===== src/rtl/regbank_wb_arbiter_pkg.sv =====
// Shared constants and types for the register-bank writeback path.
// The register bank uses the same widths and halt register index.
package regbank_wb_arbiter_pkg;

    localparam int DATA_W   = 32;
    localparam int ADDR_W   = 5;
    localparam int HALT_REG = 30;
    localparam int CNT_W    = 16;

    typedef enum logic [0:0] {
        ST_RUN    = 1'b0,
        ST_HALTED = 1'b1
    } wb_state_e;

    localparam logic GRANT_A = 1'b0;
    localparam logic GRANT_B = 1'b1;

endpackage


===== src/rtl/regbank_wb_arbiter_rr_arb2.sv =====
// Two-input round-robin arbiter. gnt[0] is requester A and gnt[1] is requester B.
// On a tie, the requester that was not granted last wins.
module regbank_wb_arbiter_rr_arb2
    import regbank_wb_arbiter_pkg::*;
(
    input  logic       clk,
    input  logic       reset,
    input  logic       en,
    input  logic [1:0] req,
    output logic [1:0] gnt
);

    logic last_grant_q;
    logic last_grant_d;
    logic [1:0] gnt_s;

    // Grant selection and last-grant tracking
    always_comb begin
        gnt_s        = 2'b00;
        last_grant_d = last_grant_q;
        if (en) begin
            case (req)
                2'b01:   gnt_s = 2'b01;
                2'b10:   gnt_s = 2'b10;
                2'b11:   gnt_s = (last_grant_q == GRANT_A) ? 2'b10 : 2'b01;
                default: gnt_s = 2'b00;
            endcase
        end else begin
            gnt_s = 2'b00;
        end
        if (gnt_s[0]) begin
            last_grant_d = GRANT_A;
        end else if (gnt_s[1]) begin
            last_grant_d = GRANT_B;
        end else begin
            last_grant_d = last_grant_q;
        end
    end

    // B is reset as the last grant so that A wins the first tie
    always_ff @(posedge clk or posedge reset) begin
        if (reset) begin
            last_grant_q <= GRANT_B;
        end else begin
            last_grant_q <= last_grant_d;
        end
    end

    assign gnt = gnt_s;

endmodule


===== src/rtl/regbank_wb_arbiter.sv =====
// Shares the register bank write port between ALU (A) and load (B) writeback.
// It issues a one-cycle RegWrite per accepted write and stops granting after a program-done write.
module regbank_wb_arbiter #(
    parameter int DATA_W   = regbank_wb_arbiter_pkg::DATA_W,
    parameter int ADDR_W   = regbank_wb_arbiter_pkg::ADDR_W,
    parameter int HALT_REG = regbank_wb_arbiter_pkg::HALT_REG,
    parameter int CNT_W    = regbank_wb_arbiter_pkg::CNT_W
) (
    input  logic              clk,
    input  logic              reset,
    input  logic              a_valid,
    output logic              a_ready,
    input  logic [ADDR_W-1:0] a_addr,
    input  logic [DATA_W-1:0] a_data,
    input  logic              b_valid,
    output logic              b_ready,
    input  logic [ADDR_W-1:0] b_addr,
    input  logic [DATA_W-1:0] b_data,
    input  logic              halt_clr,
    output logic              RegWrite,
    output logic [ADDR_W-1:0] write_register,
    output logic [DATA_W-1:0] write_data,
    output logic              halted,
    output logic [CNT_W-1:0]  wr_count
);

    import regbank_wb_arbiter_pkg::*;

    localparam logic [ADDR_W-1:0] HALT_ADDR = ADDR_W'(HALT_REG);
    localparam logic [CNT_W-1:0]  CNT_MAX   = {CNT_W{1'b1}};

    wb_state_e         state_q;
    wb_state_e         state_d;
    logic [1:0]        gnt_s;
    logic              grant_en_s;
    logic              accept_s;
    logic              halt_hit_s;
    logic [ADDR_W-1:0] sel_addr_s;
    logic [DATA_W-1:0] sel_data_s;

    logic              reg_write_q;
    logic              reg_write_d;
    logic [ADDR_W-1:0] write_register_q;
    logic [ADDR_W-1:0] write_register_d;
    logic [DATA_W-1:0] write_data_q;
    logic [DATA_W-1:0] write_data_d;
    logic [CNT_W-1:0]  wr_count_q;
    logic [CNT_W-1:0]  wr_count_d;

    regbank_wb_arbiter_rr_arb2 u_arb (
        .clk   (clk),
        .reset (reset),
        .en    (grant_en_s),
        .req   ({b_valid, a_valid}),
        .gnt   (gnt_s)
    );

    assign a_ready    = gnt_s[0];
    assign b_ready    = gnt_s[1];
    assign accept_s   = |gnt_s;
    assign sel_addr_s = gnt_s[1] ? b_addr : a_addr;
    assign sel_data_s = gnt_s[1] ? b_data : a_data;
    assign halt_hit_s = accept_s && (sel_addr_s == HALT_ADDR) && sel_data_s[0];

    // State register
    always_ff @(posedge clk or posedge reset) begin
        if (reset) begin
            state_q <= ST_RUN;
        end else begin
            state_q <= state_d;
        end
    end

    // Next state; halt_clr is ignored in RUN, so halt entry wins over a coincident clear
    always_comb begin
        state_d = state_q;
        case (state_q)
            ST_RUN:    state_d = halt_hit_s ? ST_HALTED : ST_RUN;
            ST_HALTED: state_d = halt_clr ? ST_RUN : ST_HALTED;
            default:   state_d = ST_RUN;
        endcase
    end

    // FSM outputs
    always_comb begin
        grant_en_s = 1'b0;
        halted     = 1'b0;
        case (state_q)
            ST_RUN: begin
                grant_en_s = 1'b1;
                halted     = 1'b0;
            end
            ST_HALTED: begin
                grant_en_s = 1'b0;
                halted     = 1'b1;
            end
            default: begin
                grant_en_s = 1'b0;
                halted     = 1'b0;
            end
        endcase
    end

    // Write-port staging and saturating commit counter
    always_comb begin
        reg_write_d      = accept_s;
        write_register_d = write_register_q;
        write_data_d     = write_data_q;
        wr_count_d       = wr_count_q;
        if (accept_s) begin
            write_register_d = sel_addr_s;
            write_data_d     = sel_data_s;
            if (wr_count_q != CNT_MAX) begin
                wr_count_d = wr_count_q + CNT_W'(1);
            end else begin
                wr_count_d = wr_count_q;
            end
        end else begin
            write_register_d = write_register_q;
            write_data_d     = write_data_q;
        end
    end

    // Datapath registers
    always_ff @(posedge clk or posedge reset) begin
        if (reset) begin
            reg_write_q      <= 1'b0;
            write_register_q <= {ADDR_W{1'b0}};
            write_data_q     <= {DATA_W{1'b0}};
            wr_count_q       <= {CNT_W{1'b0}};
        end else begin
            reg_write_q      <= reg_write_d;
            write_register_q <= write_register_d;
            write_data_q     <= write_data_d;
            wr_count_q       <= wr_count_d;
        end
    end

    assign RegWrite       = reg_write_q;
    assign write_register = write_register_q;
    assign write_data     = write_data_q;
    assign wr_count       = wr_count_q;

endmodule


===== config.mk =====
export PLATFORM = sky130hd
export DESIGN_NAME = regbank_wb_arbiter
export DESIGN_NICKNAME = d
export VERILOG_FILES = /design/src/rtl/regbank_wb_arbiter_pkg.sv /design/src/rtl/regbank_wb_arbiter_rr_arb2.sv /design/src/rtl/regbank_wb_arbiter.sv
export SDC_FILE = /design/constraint.sdc
export NUM_CORES = 1
export LEC_CHECK = 0
export ABC_AREA = 1
export BUFFER_PORTS_ARGS = -buffer_cell sky130_fd_sc_hd__buf_4
export CORE_MARGIN = 2
export CORE_UTILIZATION = 47
export CTS_CLUSTER_DIAMETER = 100
export DETAILED_ROUTE_END_ITERATION = 10
export GPL_ROUTABILITY_DRIVEN = 0
export HOLD_SLACK_MARGIN = 0.03
export PLACE_DENSITY = 0.81
export SLEW_MARGIN = 10
export SYNTH_ARGS = -nofsm -noshare
export SYNTH_HDL_FRONTEND = slang
export SYNTH_HIERARCHICAL = 1
export SYNTH_SLANG_ARGS = --single-unit

===== constraint.sdc =====
create_clock -name clk -period 1.95 [get_ports clk]
set_clock_uncertainty 0.1 [all_clocks]
set_input_delay 0.39 -clock clk [delete_from_list [all_inputs] [get_ports clk]]
set_output_delay 0.39 -clock clk [all_outputs]
set_load 0.05 [all_outputs]

Word level (Yosys, flattened, before mapping)
Cells that the tools add are included.

Flip-flop bits (word level): 56. Input port bits: 79. Output and inout port bits: 57. Word-level logic and storage cells: 30.

$add $sub $neg: 1. Equal/unequal tests: 5. Mux-type cells: 12. Bitwise operators: 1. Reductions and logical operators: 5.

Operators by type and width (count): 32-bit two-way mux (1); 16-bit by 1-bit adder with 16-bit output, second input constant (1); 16-bit inequality test, second input constant (1); 1-bit one-hot mux with 2 select lines (3); 2-bit one-hot mux with 3 select lines (1); 5-bit equality test, second input constant (1); 5-bit two-way mux (1); 2-bit equality test, second input constant (2); 1-bit two-way mux (4); 2-bit two-way mux (2); 2-bit by 1-bit equality test with 1-bit output, second input constant (1); 1-bit logical AND (2); 2-bit AND reduction (1); 2-bit nonzero test (1); 2-bit OR reduction (1); 1-bit inverter (1).

Longest topological paths before layout
Gate-level depths: netlist (run 1).

Depth after elaboration: 9. Gate-level depth with buffers: 13. Gate-level depth less buffers: 12.

Cells and area by module
The synthesis (run 1) kept the hierarchy.

By module, submodules not included: regbank_wb_arbiter (times used 1, cells an instance 331, area an instance 2805.2 um^2, sequential area each 1376.3 um^2); regbank_wb_arbiter_rr_arb2 (times used 1, cells an instance 12, area an instance 68.8 um^2, sequential area each 26.3 um^2).

Worst setup path before layout (run 1)
No wires, ideal clock.

Kind: register to register. Start: register state_q. End: register wr_count_q[12], in the netlist wr_count[12]. Setup time: 0.066 ns. Arrival: 2.578 ns. Required time: 1.784 ns. Setup slack: -0.794 ns. Cell stages (with the launch flop): 12. Path buffers: 3. Period minus slack after synthesis: 2.744 ns. Path through: dfrtp_1 > inv_1 > nand2_1 > a21oi_1 > buf_2 > or2_1 > buf_6 > inv_4 > nor2_4 > buf_6 > nand3b_1 > nand2_1.

Cells in the longest elaborated chain, start to end: 5.

RTL lines: start: declaration (RTL line regbank_wb_arbiter.sv:32) `wb_state_e state_q;`; start signal: assignment (RTL line regbank_wb_arbiter.sv:70) `state_q <= state_d;`; 1-bit inverter (RTL line regbank_wb_arbiter.sv:88) `case (state_q)`; 1-bit one-hot mux with 2 select lines * (RTL line regbank_wb_arbiter.sv:88); net grant_en_s (RTL line regbank_wb_arbiter.sv:35) `logic grant_en_s;`; 2-bit two-way mux * (RTL line regbank_wb_arbiter_rr_arb2.sv:21) `if (en) begin`; net a_ready (RTL line regbank_wb_arbiter.sv:12) `output logic a_ready,`; 2-bit OR reduction * (RTL line regbank_wb_arbiter.sv:60) `assign accept_s = |gnt_s;`; 2-bit AND reduction (no line) *; end signal: assignment (RTL line regbank_wb_arbiter.sv:130) `wr_count_q <= {CNT_W{1'b0}};`; end signal: assignment (RTL line regbank_wb_arbiter.sv:135) `wr_count_q <= wr_count_d;`; end: declaration (RTL line regbank_wb_arbiter.sv:47) `logic [CNT_W-1:0] wr_count_q;`.

The timed path passes the listed nets; every way through them passes the cells marked *. A chain may end at the register's enable or synchronous reset.

Final worst setup path (run 1)
Start: register u_arb.last_grant_q. End: output b_ready.

Cells in the longest elaborated chain, start to end: 3.

RTL lines: start: declaration (RTL line regbank_wb_arbiter_rr_arb2.sv:13) `logic last_grant_q;`; start signal: assignment (RTL line regbank_wb_arbiter_rr_arb2.sv:45) `last_grant_q <= last_grant_d;`; 2-bit two-way mux (RTL line regbank_wb_arbiter_rr_arb2.sv:25) `2'b11: gnt_s = (last_grant_q == GRANT_A) ? 2'b10 : 2'b01;`; 2-bit one-hot mux with 3 select lines (RTL line regbank_wb_arbiter_rr_arb2.sv:22) `case (req)`; 2-bit two-way mux (RTL line regbank_wb_arbiter_rr_arb2.sv:21); end: declaration (RTL line regbank_wb_arbiter.sv:16) `output logic b_ready,`.

No other way between the ends.

==> results of run 1 <==
==> synthesized netlist by cell type (all sizes together) <==
master	n	area share, %
nor2	54	8.0
nor3	2	0.35
a21oi	32	5.6
or2	4	0.87
a31oi	4	0.87
inv	21	2.8
xor2	2	0.61
xnor2	4	1.2
dfrtp	55	48
nand4	4	0.87
ha	1	0.44
o22ai	31	8.9
o21ai	15	3.3
nand3b	2	0.52
buf	12	3.2
nand2	86	12
clkbuf	6	0.78
nand3	7	1.2
dfstp	1	0.91
==> kinds of logic after synthesis <==
group	synth area share [%]
fa+ha+maj	0.435
flops	48.8
simple gates	23.5
buf+inv	6.79
compound gates	18.6
xor+xnor	1.83
==> flip-flops by register name (all words and copies together) (netlist names) <==
signal              cells
write_register          5
u_arb/last_grant_q      1
wr_count               16
RegWrite                1
write_data             32
state_q                 1
==> power by group <==
part | internal (uW) | total, uW | switching [uW]
clock | 258 | 645 | 387
combinational | 681 | 2020 | 1340
sequential | 1380 | 1600 | 217
==> worst min-delay path by stage <==
stage                  start                 end  slack [ns]
global route        halt_clr             state_q        0.23
detailed placement     reset      write_data[19]        0.24
global placement       reset      write_data[19]        0.24
floorplan              reset  u_arb/last_grant_q        0.18
finish              halt_clr             state_q        0.22
CTS                 halt_clr             state_q        0.21
==> metal layers <==
| metal | GRT usage [%] | share of wire [%] |
|---|---|---|
| met5 | 0 | 0 |
| met4 | 6.50 | 1.0 |
| met3 | 4.89 | 9.6 |
| met2 | 39.4 | 49 |
| met1 | 32.0 | 40 |
==> worst max-delay path, stage by stage, from the launching register on <==
cell and delay (ns):
dfstp_2 0.56, nand2_1 0.05, nand2_1 0.10, inv_2 0.07, buf_12 0.15, buf_12 0.14
==> cell type report <==
| class | count | area, um2 |
|---|---|---|
| Timing Repair Buffer | 150 | 1220 |
| Fill cell | 457 | 1750 |
| Inverter | 21 | 81.3 |
| Clock inverter | 3 | 22.5 |
| Sequential cell | 56 | 1400 |
| Tap cell | 75 | 93.8 |
| Clock buffer | 5 | 68.8 |
| Multi-Input combinational cell | 248 | 1290 |
==> stage by stage <==
stage                     hold WS [ns]  cells  area [um2]
final                            0.225    558        4170
after global routing             0.227    558        4170
after detailed placement         0.240    544        3990
after global placement           0.243    544        3990
after floorplan                  0.180    343        2900
after CTS                        0.214    553        4100
==> what timing repair did <==
item | 4_1_cts | 5_1_grt
setup endpoints to repair | 2 | 6
hold buffers | 1 | 0
pin swaps | 0 | 1
cloned | 0 | 1
buffers inserted | 0 | 4
gates resized for setup | 5 | 1
hold endpoints to repair | 10 | 0
==> impl_results.md, run 1 <==
- Area Overhead vs Synth: 45.2%
- Largest net degree at the start of global routing: 47
- Max Slew Vio Count: 0
- Routed WL per cell: 15.0 um
- Worst R2R Path Depth: 9
- Leak Pwr: ~0.002 uW
- Core area: ~0.0059 mm2
- Root Buffer: clkbuf_8
- DIE HEIGHT: approximately 82 um
- Clock buffer count from CTS: 5
- Port-buffer cells: roughly 140
- Die area: 0.00676 mm2
- Longest Clk Path Bufs: 2
- CP startpoint: u_arb/last_grant_q
- CP Launch Type: flop
- Slew @ Worst Pin: 0.390 ns
- Final hold vios: 0
- Worst Hold Class: input pin to flop
- Total congestion overflow: 0
- Final TNS setup: 0 ns
- Initial DRT Pass Iterations: 4
- PwrDens: a little over 1000 mW/mm2
- Setup CP Type: flop to primary output
- First-pass GRT wire length: 12.3 mm
- Crit path capture: b_ready
- Number of core rows: 28
- Initial core utilization: 48.5%
- All-Layer GR Usage: 23.9%
- VDD IR max: ~1.1 mV
- Via count: 2925
- Post-DR vias/cell: approximately 5.2
- Yosys warning count: 6
- Fmax: about 530 MHz
- DIE WIDTH: around 82 um
- Post-Syn Instances: between 300 and 400
- Tmin final: between 1.5 and 2 ns
- Pwr Total: approximately 4300 uW
- Distinct cells, synth: 31
- Netlist Area Pre-Place: between 0.002 and 0.003 mm2
- Pre-CTS WS: 0.102 ns
- Max-slew headroom: between 70 and 80%
- Setup WS post-layout: approximately 0.064 ns
- DRC viols: 0
- Worst r2r dst: wr_count[11]
- Initial antenna violation count: 0
- Register bit count reported by yosys: 56
- DRT iter0 DRCs: 214
- H-Tree Level Count: 2
- Clock slew at reported path FFs: 0.10 ns
- Endpoints failing setup: 0
- Dpl hpwl: ~6.1 mm
- Worst Path Required: 1.46 ns
- Worst-skew pair later-pin latency: ~0.31 ns
- Nets: 562
- Largest fanout on the critical path: 15
- Setup crit end kind: primary output
- Final ANT Viol Nets: 0
- Ant diodes: 0
- CTS tree: done
- Final worst-path cycle share: between 90% and 100%
- CTS Sinks: 56
- Worst hold stages: 3
- Synth Area per Inst: approximately 8.4 um2
- Number of max-cap violations: 0
- Synthesized Nets: between 400 and 500
- Layout cells sized above 1: between 30 and 40%
- Most used cells in the layout excluding fill and tap cells: buf_4, nand2_1, dfrtp_1, nor2_1, a21oi_1
- Vias in the first global route: 2632
- WL final: 8.35 mm
- Outcome: finished, final reports clean
- RR Startpoint: u_arb/last_grant_q
- Finished Core Util: 70.5%
- Sequential fraction of the synthesis area: between 40% and 50%
- R2R setup slack: between 0.1 and 0.15 ns
- Top Ports: approximately 140
- Commonest non-fill, non-tap cell in the layout: buf_4
- Critical path arrival: roughly 1.4 ns
Power figures use the tool's default switching activity.
==> run 2: changes to the inputs <==
Settings changed: GPL_TIMING_DRIVEN from default to 0.
Clock period 1.95 ns to 2.1 ns, I/O delays scaled along.
==> run 2 against run 1 <==
Flip-flop and latch count unchanged. Die area unchanged. Via count grew 2.4%. Worst setup slack better by 0.096 ns. Core utilization shrank 0.55 points. Largest cell class unchanged. Critical path depth grew 6. Clock-buffer cell count stayed put. Critical path type is now flop to flop. Total power fell by 4.5%. Cell count up 0.90%. Worst hold slack better by 0.012 ns.
==> impl_results.md, run 2 (same netlist as run 1, synthesis figures left out) <==
- Outcome: finished, final reports clean
- Max Slew Vio Count: 0
- Total congestion overflow: 0
- Final worst-path cycle share: about 92%
- # resized after CTS: 0
- Ant diodes: 0
- Longest Clk Path Bufs: 2
- CP startpoint: state_q
- Tmin final: roughly 1.9 ns
- Top Ports: approximately 140
- R2R setup slack: around 0.16 ns
- Slew @ Worst Pin: around 0.59 ns
- Pre-CTS WS: between 0.15 and 0.2 ns
- CTS Sinks: between 50 and 60
- DIE WIDTH: 82.2 um
- Initial DRT Pass Iterations: 4
- Via count: about 3000
- Worst Path Required: between 2 and 2.5 ns
- DRT iter0 DRCs: ~140
- Dpl hpwl: around 6.5 mm
- Setup crit end kind: flop
- WL final: approximately 8.5 mm
- Initial antenna violation count: 0
- Initial core utilization: 48.5%
- DIE HEIGHT: 82.2 um
- Worst Hold Class: input pin to flop
- Core area: between 0.005 and 0.006 mm2
- RSZ-0062 raised after global routing: false
- Root Buffer: clkbuf_8
- Commonest non-fill, non-tap cell in the layout: buf_4
- Worst R2R Path Depth: 11
- Nets: approximately 570
- CP Launch Type: flop
- Port-buffer cells: around 140
- DP Area: roughly 0.004 mm2
- Final ANT Viol Nets: 0
- Die area: between 0.006 and 0.007 mm2
- Area Overhead vs Synth: 44.1%
- First-pass GRT wire length: 13.7 mm
- Final instance area: ~0.0041 mm2
- Worst-skew pair later-pin latency: between 0.3 and 0.4 ns
- All-Layer GR Usage: 26.4%
- Number of max-cap violations: 0
- RR Startpoint: state_q
- Layout cells sized above 1: about two fifths
- Most used cells in the layout excluding fill and tap cells: buf_4, nand2_1, dfrtp_1, nor2_1, a21oi_1
- Pwr Total: roughly 4100 uW
- Largest net degree at the start of global routing: 32
- Routed WL per cell: ~15 um
- PwrDens: approximately 980 mW/mm2
- DRC viols: 0
- Finished Core Util: 69.9%
- Final hold vios: 0
- Clock slew at reported path FFs: roughly 0.11 ns
- Setup WS post-layout: approximately 0.16 ns
- Setup CP Type: flop to flop
- Crit path capture: wr_count[12]
- Vias in the first global route: about 3000
- Max-slew headroom: around three fifths
- H-Tree Level Count: 2
- Leak Pwr: slightly below 0.002 uW
- Worst r2r dst: wr_count[12]
- Number of flip-flops in the largest register: 32
- Post-DR vias/cell: 5.32
- VDD IR max: between 0.6 and 0.7 mV
- Fmax: between 500 and 600 MHz
- Critical path arrival: about 2.1 ns
- CTS tree: done
- Final hold slack: between 0.2 and 0.25 ns
- Largest fanout on the critical path: 10
- Number of core rows: 28
- Clock buffer count from CTS: 5
- Endpoints failing setup: 0
-- run 2: cell count changes in the layout (fill, tap and decap cells not counted), moves of 2 or more --
cell      before  now
inv_2          5    3
inv_1         15   17
buf_4        141  135
buf_12         5    1
clkbuf_1       0    6
buf_6          2    6
buf_2          0    6
-- run 2: area by class of cell --
| type | count | area, um2 |
|---|---|---|
| sequential | 56 | 1400 |
| clock buffer | 5 | 68.8 |
| timing repair buffer | 137 | 1040 |
| multi-input combinational | 248 | 1290 |
| fill | 454 | 1780 |
| tap | 75 | 93.8 |
| inverter | 21 | 81.3 |
| buffer | 18 | 120 |
| clock inverter | 3 | 42.5 |
-- run 2: layer usage --
metal | vias to the layer above | global-route usage [%] | part of all wire, %
met3 | 8 | 8.04 | 8.3
li1 | 1427 | - | -
met1 | 1428 | 32.6 | 41
met4 | 0 | 6.50 | 0.93
met5 | - | 0 | 0
met2 | 133 | 45.2 | 50
-- run 2: where the power goes --
| part | internal, uW | total, uW | leakage, uW | switching [uW] |
|---|---|---|---|---|
| clock network | 354 | 729 | 0.0000541 | 375 |
| logic | 609 | 1850 | 0.00127 | 1240 |
| registers | 1280 | 1490 | 0.000661 | 210 |
| total | 2250 | 4070 | 0.00199 | 1820 |
-- run 2: worst min-delay path by stage --
stage | endpoint | cells after the start | from | slack, ns
2_1_floorplan | u_arb/last_grant_q | 1 | reset | 0.21
4_1_cts | state_q | 3 | halt_clr | 0.23
6_report | state_q | 3 | halt_clr | 0.24
3_3_place_gp | u_arb/last_grant_q | 2 | reset | 0.34
5_1_grt | state_q | 3 | halt_clr | 0.24
3_5_place_dp | u_arb/last_grant_q | 2 | reset | 0.34
-- run 2: metrics by stage --
stage          TNS, ns  instances
6_report             0        563
2_1_floorplan        0        343
3_3_place_gp    -29.01        553
3_5_place_dp         0        554
5_1_grt              0        563
4_1_cts              0        563
-- run 2: critical path, stage by stage (launching register included) --
cell	delay [ns]
dfrtp_2	0.44
inv_1	0.08
nand2_1	0.11
a21oi_4	0.15
buf_6	0.14
or2_1	0.11
buf_6	0.13
inv_4	0.05
nor2_4	0.24
buf_6	0.20
nand3b_1	0.08
nand2_1	0.06
-- run 2: repair_timing --
action | in CTS | in global routing
hold buffers | 1 | 0
setup buffers | 0 | 0
hold endpoints to repair | 1 | 0
